[config.mk]
export PLATFORM = sky130hd
export DESIGN_NAME = pattern_scan_arbiter
export DESIGN_NICKNAME = d
export VERILOG_FILES = /design/src/rtl/pattern_scan_arbiter.sv
export SDC_FILE = /design/constraint.sdc
export NUM_CORES = 1
export LEC_CHECK = 0
export CAP_MARGIN = 10
export CORE_MARGIN = 2
export CORE_UTILIZATION = 51
export CTS_BUF_LIST = sky130_fd_sc_hd__clkbuf_8
export CTS_CLUSTER_SIZE = 16
export DETAILED_ROUTE_END_ITERATION = 10
export PLACE_DENSITY_LB_ADDON = 0.3
export SLEW_MARGIN = 20
export SYNTH_ARGS = -nofsm -noshare
export SYNTH_HDL_FRONTEND = slang
export SYNTH_SLANG_ARGS = --single-unit
[constraint.sdc]
create_clock -name clk -period 5.7 [get_ports clk]
set_input_delay 1.425 -clock clk [delete_from_list [all_inputs] [get_ports clk]]
set_output_delay 1.425 -clock clk [all_outputs]
set_load 0.005 [all_outputs]
[src/rtl/pattern_scan_arbiter.sv]
// Round-robin arbiter that time-shares one serial Moore pattern detector among
// NREQ requesters, scanning each granted word MSB first and reporting hit count/first position.
module pattern_scan_arbiter #(
  parameter int NREQ   = 4,
  parameter int WORD_W = 16,
  parameter int CNT_W  = 5
) (
  input  logic                      clk,
  input  logic                      rst,
  input  logic [NREQ-1:0]           req_valid,
  input  logic [NREQ*WORD_W-1:0]    req_data,
  output logic [NREQ-1:0]           req_ready,
  output logic                      det_clr,
  output logic                      det_din,
  input  logic                      det_dout,
  output logic                      resp_valid,
  input  logic                      resp_ready,
  output logic [$clog2(NREQ)-1:0]   resp_id,
  output logic [CNT_W-1:0]          resp_count,
  output logic [CNT_W-1:0]          resp_first
);

  localparam int ID_W = $clog2(NREQ);
  localparam logic [CNT_W-1:0] LAST_IDX = CNT_W'(WORD_W - 1);
  localparam logic [CNT_W-1:0] NO_HIT   = CNT_W'(WORD_W);
  localparam logic [ID_W-1:0]  LAST_REQ = ID_W'(NREQ - 1);

  typedef enum logic [2:0] {IDLE, CLEAR, SHIFT, DRAIN, RESP} state_t;

  state_t            state, state_nxt;
  logic [ID_W-1:0]   rr_ptr, gnt_id, pick_id, cand;
  logic              pick_found, grant, hit, rst_q;
  logic [WORD_W-1:0] shreg, pick_word;
  logic [CNT_W-1:0]  count, first, bit_idx, hit_pos;

  // Search upward from rr_ptr, wrapping; first valid requester wins.
  always_comb begin
    pick_found = 1'b0;
    pick_id    = '0;
    cand       = '0;
    for (int unsigned k = 0; k < NREQ; k++) begin
      cand = ID_W'((32'(rr_ptr) + k) % NREQ);
      if (!pick_found && req_valid[cand]) begin
        pick_found = 1'b1;
        pick_id    = cand;
      end
    end
    pick_word = '0;
    for (int unsigned i = 0; i < NREQ; i++)
      if (ID_W'(i) == pick_id) pick_word = req_data[i*WORD_W +: WORD_W];
  end

  // Outputs are forced low while rst is high; rst_q also blocks a grant in the cycle after reset.
  always_comb begin
    state_nxt  = state;
    grant      = 1'b0;
    req_ready  = '0;
    det_clr    = 1'b0;
    det_din    = 1'b0;
    resp_valid = 1'b0;
    resp_id    = '0;
    resp_count = '0;
    resp_first = '0;
    if (!rst) begin
      case (state)
        IDLE: if (pick_found && !rst_q) begin
          grant     = 1'b1;
          req_ready = NREQ'(1) << pick_id;
          state_nxt = CLEAR;
        end
        CLEAR: begin
          det_clr   = 1'b1;
          state_nxt = SHIFT;
        end
        SHIFT: begin
          det_din = shreg[WORD_W-1];
          if (bit_idx == LAST_IDX) state_nxt = DRAIN;
        end
        DRAIN: state_nxt = RESP;
        RESP: begin
          resp_valid = 1'b1;
          resp_id    = gnt_id;
          resp_count = count;
          resp_first = first;
          if (resp_ready) state_nxt = IDLE;
        end
        default: state_nxt = IDLE;
      endcase
    end
  end

  // Detector output lags din by one cycle: in SHIFT it reports bit_idx-1, in DRAIN the last bit.
  assign hit     = det_dout && ((state == SHIFT && bit_idx != '0) || state == DRAIN);
  assign hit_pos = (state == DRAIN) ? LAST_IDX : bit_idx - CNT_W'(1);

  always_ff @(posedge clk) begin
    rst_q <= rst;
    if (rst) begin
      state   <= IDLE;
      rr_ptr  <= '0;
      gnt_id  <= '0;
      shreg   <= '0;
      count   <= '0;
      first   <= NO_HIT;
      bit_idx <= '0;
    end else begin
      state <= state_nxt;
      case (state)
        IDLE: if (grant) begin
          gnt_id <= pick_id;
          shreg  <= pick_word;
        end
        CLEAR: begin
          count   <= '0;
          first   <= NO_HIT;
          bit_idx <= '0;
        end
        SHIFT: begin
          shreg <= shreg << 1;
          if (bit_idx != LAST_IDX) bit_idx <= bit_idx + CNT_W'(1);
        end
        RESP: if (resp_ready) rr_ptr <= (gnt_id == LAST_REQ) ? '0 : gnt_id + ID_W'(1);
        default: ;
      endcase
      if (hit) begin
        if (count != '1) count <= count + CNT_W'(1);
        if (first == NO_HIT) first <= hit_pos;
      end
    end
  end

endmodule

==> impl_metrics.py, run 1 <==
metrics = {
    "sta": {
        "relSlewSlack": 0.433,
        "fin_skew_ns": 0.00769,
        "slew_viol_final": 0,
        "tightest_slew_ns": 0.850,
        "period_needed_ns": 5.29,
        "hold_viol_final": 0,
        "max_freq_mhz": 189,
        "fin_tns_setup_ns": 0,
        "setup_viol_count_final": 0,
        "finalCritPeriodShare": 0.928,
        "rsz0062_at_grt": "false",
    },
    "clock_tree": {
        "clock-sinks": 39,
        "cts-root-buf": "clkbuf_8",
        "numCtsBuffers": 5,
        "ctsHoldBuffers": 0,
        "path_clk_slew_ns": 0.08,
        "post-cts-setup-buffer-count": 0,
        "htreeDepth": 2,
        "clock_latency_ns": 0.30,
        "cts-resized-gates": 0,
        "clockBufferDepth": 2,
        "cts_tree": "yes",
    },
    "yosys": {
        "yosys_warnings": 0,
        "netlist_area_sq_um": 2650,
        "synthFlopType": "dfxtp_1",
        "syn_area_per_cell_sq_um": 8.14,
        "yosysTopAreaCellShare": 0.294,
        "synth_compound_area_frac": 0.284,
        "synth_top_area_cell": "dfxtp_1",
        "synth_fp_nets": 404,
        "synth_seq_cells": 39,
        "synth_fa_ha_area_frac": 0.0283,
        "postSynthCellCount": 326,
        "synthSimpleGateAreaFrac": 0.280,
        "muxShareOfSynthArea": 0.0457,
        "yosysUniqueCellTypes": 58,
        "synth_xor_area_frac": 0.0165,
        "synth_top_family_by_area": "compound AO/OA/AOI/OAI gates",
        "synth-edff-count": 0,
        "yosysSeqAreaShare": 0.294,
        "async_flop_share": 0,
        "synth_area_leaders": "dfxtp_1 29%, a221oi_1 4.6%, nand2_1 4.4%",
    },
    "route": {
        "route.detailed.drc": 0,
        "post_drt_wl_per_cell_um": 16.0,
        "post_drt_via_cell_ratio": 5.82,
        "drt_iter0_markers": 169,
        "num_vias": 2772,
        "drtAntennaViolNets": 0,
        "drtPass1Iterations": 4,
        "routed_wl_um": 7620,
    },
    "floorplan": {
        "io_pins": 91,
        "die_h_um": 76.1,
        "die_w_um": 76.1,
        "design.core.area_sq_um": 5070,
        "rows": 26,
        "start_util": 0.523,
        "die-area_sq_um": 5800,
    },
    "critical_path": {
        "max_stage_delay_ns": 0.65,
        "timing.rr.start": "state[1]",
        "rr_worst_depth": 4,
        "end_kind": "output port",
        "cp_cell_sequence": "clkdlybuf4s50_1, nor4_2, or3_1, or2_1, nor4_1, clkdlybuf4s50_1",
        "critPathKind": "in -> out",
        "cp.arrival_ns": 3.86,
        "cp.required_ns": 4.28,
        "crit_end": "req_ready[2]",
        "crit_path_start": "req_valid[3]",
        "regToRegSetupSlack_ns": 3.53,
        "cpMostUsedCell": "clkdlybuf4s50_1",
        "critical_path.max_fanout": 11,
        "r2r_end": "bit_idx[4]",
        "cp-start-kind": "input pin",
        "slowest_stage": "clkdlybuf4s50_1",
    },
    "place": {
        "io_buffers": 90,
        "place_area_sq_um": 3550,
        "hpwl_um": 5730,
        "gp_congestion": 0.862,
    },
    "power": {
        "p_leak_nw": 1.37,
        "peakVddDrop_uv": 157,
        "power_density_nw_per_um2": 196,
    },
    "layout": {
        "drive_gt1_frac": 0.0640,
        "multi_input_area_sq_um": 1740,
        "n_antenna_cell": 0,
        "syn2layout_area_growth_pct": 38.6,
        "final_nets": 483,
        "num-fill-cells": 426,
        "regArea_sq_um": 781,
        "final_area_sq_um": 3680,
    },
    "global_routing": {
        "grt_start_max_net_pins": 33,
        "grt_pass1_wl_um": 12500,
        "antenna_found_initial": 0,
        "grt_usage": 0.260,
        "overflow": 0,
        "grt_pass1_vias": 2616,
    },
    "status": {
        "outcome": "complete, no violations",
    },
    "job": {
        "maxCapViolCount": 0,
    },
    "hold_path": {
        "hp-class": "reg -> reg",
    },
}
[routing by layer]
layer | global-route usage | part of all wire
met3 | 0.0462 | 0.045
met2 | 0.431 | 0.48
met4 | 0.0873 | 0.017
met5 | 0 | 0
met1 | 0.344 | 0.46
[worst max-delay path, delay by kind of cell]
kind,cells,cell delay (ns)
and+or+nand+nor,4,1.23
buffers and inverters,2,1.20
[metrics by stage]
| step | hold WS (ns) | power (W) | setup WS [ns] | std cells | utilization |
|---|---|---|---|---|---|
| 2_1_floorplan | 0.448 | 0.000408 | 1.63 | 326 | - |
| 3_3_place_gp | 0.469 | 0.000480 | 0.477 | 468 | 0.700 |
| 3_5_place_dp | 0.469 | 0.000483 | 0.424 | 468 | 0.700 |
| 4_1_cts | 0.498 | 0.000724 | 0.426 | 476 | 0.724 |
| 5_1_grt | 0.527 | 0.000753 | 0.309 | 476 | 0.725 |
| 6_report | 0.498 | 0.000722 | 0.411 | 476 | 0.725 |
[cells by family after synthesis]
logic type                 count (synthesis)
and+or+nand+nor                          135
adders and majority gates                  6
xor gates and xnor gates                   5
DFF                                       39
buffers and inverters                     29
muxes                                     12
AOI/OAI and AO/OA                        100
[layout make-up]
cell class / count / share of cell area
inverter: 9 / 0.00919
multi-input combinational: 258 / 0.474
clock buffer: 6 / 0.0225
timing repair buffer: 92 / 0.249
tap: 70 / 0.0238
clock inverter: 2 / 0.00953
sequential: 39 / 0.212
[placed cells by master, fill, tap and decap left out, types with 10 or more instances in the layout]
cell | netlist | routed
clkdlybuf4s50_1 | 0 | 90
dfxtp_1 | 39 | 39
nand2_1 | 31 | 31
nor2_1 | 29 | 29
a21oi_1 | 23 | 23
and3_1 | 15 | 15
a221oi_1 | 14 | 14
mux2i_1 | 11 | 11
nand3_1 | 11 | 11
o21ai_0 | 10 | 10
o221ai_1 | 10 | 10
[power breakdown]
group          switching, W  internal, W  total [W]
Combinational     0.0000857    0.0000908   0.000176
Sequential        0.0000157     0.000287   0.000303
Clock              0.000100     0.000142   0.000242
Total              0.000202     0.000520   0.000722
[registers in the layout, summed over array words and instances, names as in the netlist]
register and flops:
bit_idx 5, count 5, first 5, gnt_id 2, rr_ptr 2, rst_q 1
shreg 16, state 3
[synthesized netlist by cell type (2+ instances only)]
| library cell | instances |
|---|---|
| nor2_1 | 29 |
| buf_2 | 6 |
| a2111oi_2 | 2 |
| xnor2_1 | 3 |
| o221ai_1 | 10 |
| nor2b_1 | 4 |
| nand2_1 | 31 |
| o21ai_0 | 10 |
| nand2b_1 | 5 |
| a22o_1 | 3 |
| o211ai_1 | 3 |
| o21bai_1 | 2 |
| and3_1 | 15 |
| and2_1 | 5 |
| or3_1 | 7 |
| mux2i_1 | 11 |
| nor2b_2 | 2 |
| ha_1 | 6 |
| a211oi_1 | 9 |
| or2_1 | 2 |
| nand3b_1 | 4 |
| nand3_1 | 11 |
| a21oi_1 | 23 |
| xor2_1 | 2 |
| a21o_1 | 6 |
| buf_4 | 3 |
| o2111ai_1 | 4 |
| clkbuf_1 | 6 |
| a221oi_1 | 14 |
| nor2_8 | 2 |
| nor4_1 | 4 |
| buf_1 | 3 |
| inv_1 | 9 |
| o211a_1 | 2 |
| o21ai_1 | 2 |
| nor3_1 | 6 |
| dfxtp_1 | 39 |
[how the worst min path moves through the flow]
stage | depth (start not counted) | end | slack [ns] | startpoint
2_1_floorplan | 2 | shreg[0] | 0.45 | shreg[0]
5_1_grt | 2 | shreg[15] | 0.53 | shreg[15]
6_report | 2 | count[4] | 0.50 | count[4]
4_1_cts | 2 | shreg[3] | 0.50 | shreg[3]
3_5_place_dp | 2 | shreg[15] | 0.47 | shreg[15]
3_3_place_gp | 2 | shreg[15] | 0.47 | shreg[15]
No activity file was read; power rests on OpenSTA's default activity.
==> run 2: changes to the inputs <==
--- a/config.mk
+++ b/config.mk
@@ -7,7 +7,7 @@
 export LEC_CHECK = 0
 export CAP_MARGIN = 10
 export CORE_MARGIN = 2
-export CORE_UTILIZATION = 51
+export CORE_UTILIZATION = 47
 export CTS_BUF_LIST = sky130_fd_sc_hd__clkbuf_8
 export CTS_CLUSTER_SIZE = 16
 export DETAILED_ROUTE_END_ITERATION = 10
==> constraint.sdc (replaced) <==
create_clock -name clk -period 4.95 [get_ports clk]
set_input_delay 1.2375 -clock clk [delete_from_list [all_inputs] [get_ports clk]]
set_output_delay 1.2375 -clock clk [all_outputs]
set_load 0.005 [all_outputs]
==> impl_metrics.py, run 2 (synthesis gave the netlist of run 1 again) <==
metrics = {
    "global_routing": {
        "antenna_found_initial": 0,
        "grt_pass1_wl_um": 12700,
        "grt_usage": 0.258,
        "grt_pass1_vias": 2610,
        "grt_start_max_net_pins": 33,
        "overflow": 0,
    },
    "sta": {
        "fin_skew_ns": 0.00527,
        "hold_viol_final": 0,
        "fin_tns_setup_ns": 0,
        "slew_viol_final": 0,
        "period_needed_ns": 4.69,
        "rsz0062_at_grt": "false",
        "setup_viol_count_final": 0,
        "relSlewSlack": 0.613,
        "finalCritPeriodShare": 0.948,
        "tightest_slew_ns": 0.580,
        "max_freq_mhz": 213,
    },
    "clock_tree": {
        "clock_latency_ns": 0.30,
        "clockBufferDepth": 2,
        "htreeDepth": 2,
        "cts_tree": "yes",
        "path_clk_slew_ns": 0.08,
        "numCtsBuffers": 5,
        "clock-sinks": 39,
        "cts-root-buf": "clkbuf_8",
    },
    "route": {
        "post_drt_wl_per_cell_um": 16.4,
        "routed_wl_um": 7930,
        "route.detailed.drc": 0,
        "drt_iter0_markers": 187,
        "post_drt_via_cell_ratio": 5.82,
        "num_vias": 2816,
        "drtAntennaViolNets": 0,
        "drtPass1Iterations": 4,
    },
    "layout": {
        "final_nets": 489,
        "n_antenna_cell": 0,
        "regMostFlops": "shreg",
        "multi_input_area_sq_um": 1740,
        "postLayoutCoreUtil": 0.680,
        "post_layout_nonfiller_instances": 484,
        "final_area_sq_um": 3720,
        "layout_commonest_cell": "clkdlybuf4s50_1",
        "largest_reg_flops": 16,
        "layout_common_cells": "90 x clkdlybuf4s50_1, 39 x dfxtp_1, 31 x nand2_1",
        "drive_gt1_frac": 0.0777,
        "regArea_sq_um": 781,
        "num-fill-cells": 471,
        "syn2layout_area_growth_pct": 40.3,
    },
    "power": {
        "p_leak_nw": 1.40,
        "peakVddDrop_uv": 210,
        "power_density_nw_per_um2": 225,
        "power_w": 0.000836,
    },
    "critical_path": {
        "end_kind": "output port",
        "critPathKind": "in -> out",
        "cp.required_ns": 3.71,
        "critical_path.max_fanout": 10,
        "cp-start-kind": "input pin",
        "cp.arrival_ns": 3.46,
    },
    "floorplan": {
        "rows": 27,
        "design.core.area_sq_um": 5470,
        "die-area_sq_um": 6260,
        "io_pins": 91,
        "die_w_um": 79.1,
        "die_h_um": 79.1,
        "start_util": 0.485,
    },
    "job": {
        "maxCapViolCount": 0,
    },
    "place": {
        "io_buffers": 90,
        "dpl.cell_count": 476,
        "hpwl_um": 5960,
        "gp_congestion": 0.860,
        "place_area_sq_um": 3600,
    },
    "status": {
        "outcome": "complete, no violations",
    },
    "hold_path": {
        "hp-class": "reg -> reg",
    },
}
[run 2: cell count changes in the layout (fill, tap and decap cells not counted)]
cell	change
buf_4	+6
nor3_1	+1
nor3_2	-1
or2_1	-1
or2_4	+1
[run 2: worst paths after layout]
check             slack, ns          from      endpoint  depth (start not counted)
setup / recovery       0.26  req_valid[3]  req_ready[3]                          8
setup reg to reg       2.79      state[1]    bit_idx[4]                          4
hold reg to reg        0.50      shreg[3]      shreg[3]                          2
hold / removal         0.50      shreg[3]      shreg[3]                          2
[run 2: report_power, final]
part	leakage, nW	internal, W	switching (W)
registers	0.317	0.000331	0.0000175
clock network	0.0612	0.000163	0.000114
logic	1.02	0.000110	0.000101
[run 2: layout make-up]
| cell class | instances | area share |
|---|---|---|
| Timing Repair Buffer | 98 | 0.258 |
| Sequential cell | 39 | 0.210 |
| Tap cell | 72 | 0.0242 |
| Multi-Input combinational cell | 258 | 0.467 |
| Clock inverter | 2 | 0.00941 |
| Clock buffer | 6 | 0.0222 |
| Inverter | 9 | 0.00908 |
[run 2: stage by stage]
step | hold WS (ns) | setup WS (ns)
finish | 0.498 | 0.255
global route | 0.507 | 0.0564
CTS | 0.493 | 0.189
detailed placement | 0.474 | 0.186
global placement | 0.473 | 0.309
floorplan | 0.448 | 1.26
[run 2: metal layers]
| layer | vias to the layer above | GRT usage | wire [um] |
|---|---|---|---|
| met5 | - | 0 | 0 |
| met4 | 0 | 0.126 | 179 |
| met3 | 12 | 0.0443 | 567 |
| met2 | 92 | 0.405 | 3750 |
| met1 | 1312 | 0.340 | 3440 |
| li1 | 1400 | - | - |
[run 2: what timing repair did]
action	in CTS	in global routing
gates resized for setup	0	1
hold buffers	0	0
endpoints found under the setup margin	0	1
buffers inserted	0	0
[run 2: worst max-delay path, cell delays in order]
cell             delay [ns]
clkdlybuf4s50_1        0.65
nor4_2                 0.14
or3_1                  0.34
buf_4                  0.19
nor2_8                 0.11
nand2_1                0.07
nor3_1                 0.17
clkdlybuf4s50_1        0.54
==> variant 1: new RTL, flow settings as in run 2 <==
Change the parameter `NREQ` from 4 to 16.
--- a/src/rtl/pattern_scan_arbiter.sv
+++ b/src/rtl/pattern_scan_arbiter.sv
@@ -1,7 +1,7 @@
 // Round-robin arbiter that time-shares one serial Moore pattern detector among
 // NREQ requesters, scanning each granted word MSB first and reporting hit count/first position.
 module pattern_scan_arbiter #(
-  parameter int NREQ   = 4,
+  parameter int NREQ   = 16,
   parameter int WORD_W = 16,
   parameter int CNT_W  = 5
 ) (
Interface: changed (resized req_data, req_ready, req_valid and resp_id); port bits go from 91 to 309. No check against the original RTL was run, so the function may have changed too.
==> variant 1 against run 2 <==
  * The run now fails in global routing
  * Synthesized area grew to 2.7 times the old value
==> variant 1: results <==
set metrics [dict create \
    grt_use_total 0.7574 \
    synth_common_cells "nand2_1 (118), nor2_1 (79), a21oi_1 (60)" \
    gp_congestion 1.008 \
    worst_endpoint_kind "output port" \
    io_buffer_count 308 \
    clk_root_buffer_cell "clkbuf_8" \
    synth_area_leaders "dfxtp_1 (12%), mux4_2 (7.8%), mux2i_1 (6.9%)" \
    synthDistinctLibCells 92 \
    synthFlopType "dfxtp_1" \
    cts_max_path_buffers 2 \
    async_reset_ff_frac 0 \
    cts_buffers 5 \
    grt_overflow_total 2 \
    crit_endpoint "req_ready[9]" \
    yosysWarnings 0 \
    hpwlAfterDp_um 29990 \
    synth_fp_nets 1267 \
    grt_max_degree 39 \
    htree_levels 2 \
    status "aborted with a tool error" \
    failing_step "global routing" \
    synth_seq_cells 43 \
    error_line "[ERROR GRT-0232] Routing congestion too high. Check the congestion heatmap in the GUI." \
    seq_area_frac_synth 0.1192 \
]
[variant 1: metal layers]
layer,global-route usage,GRT overflow
met5,0.4334,0
met3,0.6423,0
met1,0.7334,0
met4,0.7220,1
met2,0.9236,1
[variant 1: logic make-up after synthesis]
| logic type | share of synthesized area |
|---|---|
| buffers and inverters | 0.06723 |
| muxes | 0.1956 |
| AOI/OAI and AO/OA | 0.3110 |
| DFF | 0.1192 |
| adders and majority gates | 0.02253 |
| xor gates and xnor gates | 0.02045 |
| and+or+nand+nor | 0.2639 |
[variant 1: what timing repair did]
action	in CTS
cloned	3
resized for setup	267
endpoints found under the hold margin	0
pin swaps	66
setup endpoints to repair	32
buffers inserted	71
[variant 1: per-stage QoR]
step	hold slack [ns]	TNS (ns)	instances	cell area (µm²)	setup slack, ns
after CTS	0.4855	-14.34	1673	13150	-0.7844
after floorplan	0.4457	-5.499	978	7630	-0.4479
after global placement	0.4804	-37.77	1608	12080	-1.417
after detailed placement	0.4692	-40.95	1608	12080	-1.572
==> variant 2: new RTL, flow settings as in run 2 <==
Made on the original files. Compare `bit_idx` against `LAST_IDX` with >= in place of ==.
--- a/src/rtl/pattern_scan_arbiter.sv
+++ b/src/rtl/pattern_scan_arbiter.sv
@@ -74,7 +74,7 @@
         end
         SHIFT: begin
           det_din = shreg[WORD_W-1];
-          if (bit_idx == LAST_IDX) state_nxt = DRAIN;
+          if (bit_idx >= LAST_IDX) state_nxt = DRAIN;
         end
         DRAIN: state_nxt = RESP;
         RESP: begin
Function: no difference found for any inputs over 10 cycles, from zero or initial values and one cycle with rst high; that may be too few to reach the edited logic, so the function may still have changed.
==> variant 2 against run 2 <==
  * Synthesized area increased by 2.2%
  * Worst hold slack got worse by 0.0083 ns
  * Design area increased by 1.6%
  * Sequential cell count unchanged
  * Critical path depth decreased by 2
  * Routed wire length decreased by 2.6%
  * Power increased by 13%
  * Worst setup slack improved by 0.046 ns
  * Critical endpoint unchanged
==> variant 2: results <==
set metrics [dict create \
    crit_path_max_fanout 11 \
    seq_area_frac_synth 0.2878 \
    crit_family "simple AND/OR/NAND/NOR gates" \
    netSwitchingFraction 0.2933 \
    period_share 0.9392 \
    drt-pass1-iter-count 5 \
    cts_buffers 5 \
    cpPeakStageDelay_ns 0.54 \
    grt_first_pass_wirelength_um 12900 \
    crit_arrival_ns 3.41 \
    grt_pass1_vias 2860 \
    cts_max_path_buffers 2 \
    grt_use_total 0.2531 \
    dp_slack_ns 0.3129 \
    cts_resized 0 \
    largest_reg_flops 16 \
    clk_latency_ns 0.30 \
    status "completed" \
    slowest_stage "clkdlybuf4s50_1" \
    yosysWarnings 0 \
    async_reset_ff_frac 0 \
    synth_area_leaders "dfxtp_1 (29%), and2_1 (6.2%), and3_1 (4.2%)" \
    grt_max_degree 27 \
    io_buffer_count 90 \
    syn-instance-count 350 \
    synth_common_cells "dfxtp_1 (39), nand2_1 (28), and2_1 (27), nor2_1 (27)" \
    wire_per_inst_um 15.39 \
    clock_skew_ns 0.007587 \
    diodes 0 \
    fill_cells 461 \
    placedCellCount 494 \
    hpwlAfterDp_um 6112 \
    final_nets 507 \
    vias_per_cell 5.843 \
    hold_class "reg2reg" \
    drt_iter0_drc 206 \
    synth_fp_nets 428 \
    power.static_leakage_uw 0.001405 \
    routed_wl_um 7725 \
    hold_ws_ns 0.4893 \
    vdd_drop_max_uv 157.3 \
    synthDistinctLibCells 51 \
    gp_congestion 0.8682 \
    drive_gt1_frac 0.05349 \
    relSlewSlack 0.3515 \
    ff2ff_setup_slack_ns 2.49 \
]
==> variant 2: cell count changes after synthesis, sizes merged, moves of 5 or more <==
cell	run 2	this run
a21boi	1	10
o2111ai	5	0
a221oi	14	8
and2	5	27
a22oi	0	6
o22ai	0	7
o221ai	10	1
a31oi	1	17
mux2i	11	5
o21ai	12	23
a21oi	23	16
clkbuf	7	14
nand3	11	4
==> variant 2: metrics by stage <==
stage,cell area (µm²),util
after CTS,3784,0.6829
final,3784,0.6829
after floorplan,2713,-
after global routing,3784,0.6829
after detailed placement,3647,0.6583
after global placement,3647,0.6583
==> variant 2: worst min-delay path: stages, from the launching register on <==
cell and delay, ns:
dfxtp_1 0.31, nand2_1 0.07, a31oi_1 0.07
==> variant 2: area by class of cell <==
| type | instances | area, µm² | area share |
|---|---|---|---|
| clock buffer | 5 | 68.82 | 0.01819 |
| multi-input combinational | 279 | 1804 | 0.4769 |
| clock inverter | 3 | 67.56 | 0.01786 |
| timing repair buffer | 95 | 938.4 | 0.2480 |
| inverter | 9 | 33.78 | 0.008929 |
| sequential | 39 | 780.7 | 0.2063 |
| tap | 72 | 90.09 | 0.02381 |
==> variant 2: cell families (layout without fill, tap and decap cells) <==
family	count (synthesis)	count (layout)	share of synthesized area
xor+xnor	4	4	0.01291
fa+ha+maj	6	6	0.02767
simple gates	141	141	0.2851
compound gates	123	123	0.3210
flops	39	39	0.2878
buf+inv	32	112	0.04704
mux	5	5	0.01845
==> variant 2: path summary, 6_finish.rpt <==
check                       to  cells past startpoint          from
hold reg to reg      shreg[15]                      2     shreg[15]
hold / removal       shreg[15]                      2     shreg[15]
setup / recovery  req_ready[3]                      6  req_valid[2]
setup reg to reg    bit_idx[0]                      4      state[1]
==> variant 2: power groups by stage <==
stage	logic, µW	clock network, µW	registers (µW)
finish	258	322	363
global route	283	335	367
CTS	257	321	362
detailed placement	256	0	370
global placement	252	0	368
floorplan	165	0	354
==> variant 2: per-layer routing <==
metal / wire, µm / GRT usage / vias up
li1: - / - / 1450
met1: 3460 / 0.3216 / 1382
met2: 3697 / 0.4192 / 86
met3: 364 / 0.03959 / 15
met4: 202 / 0.1153 / 0
met5: 0 / 0 / -
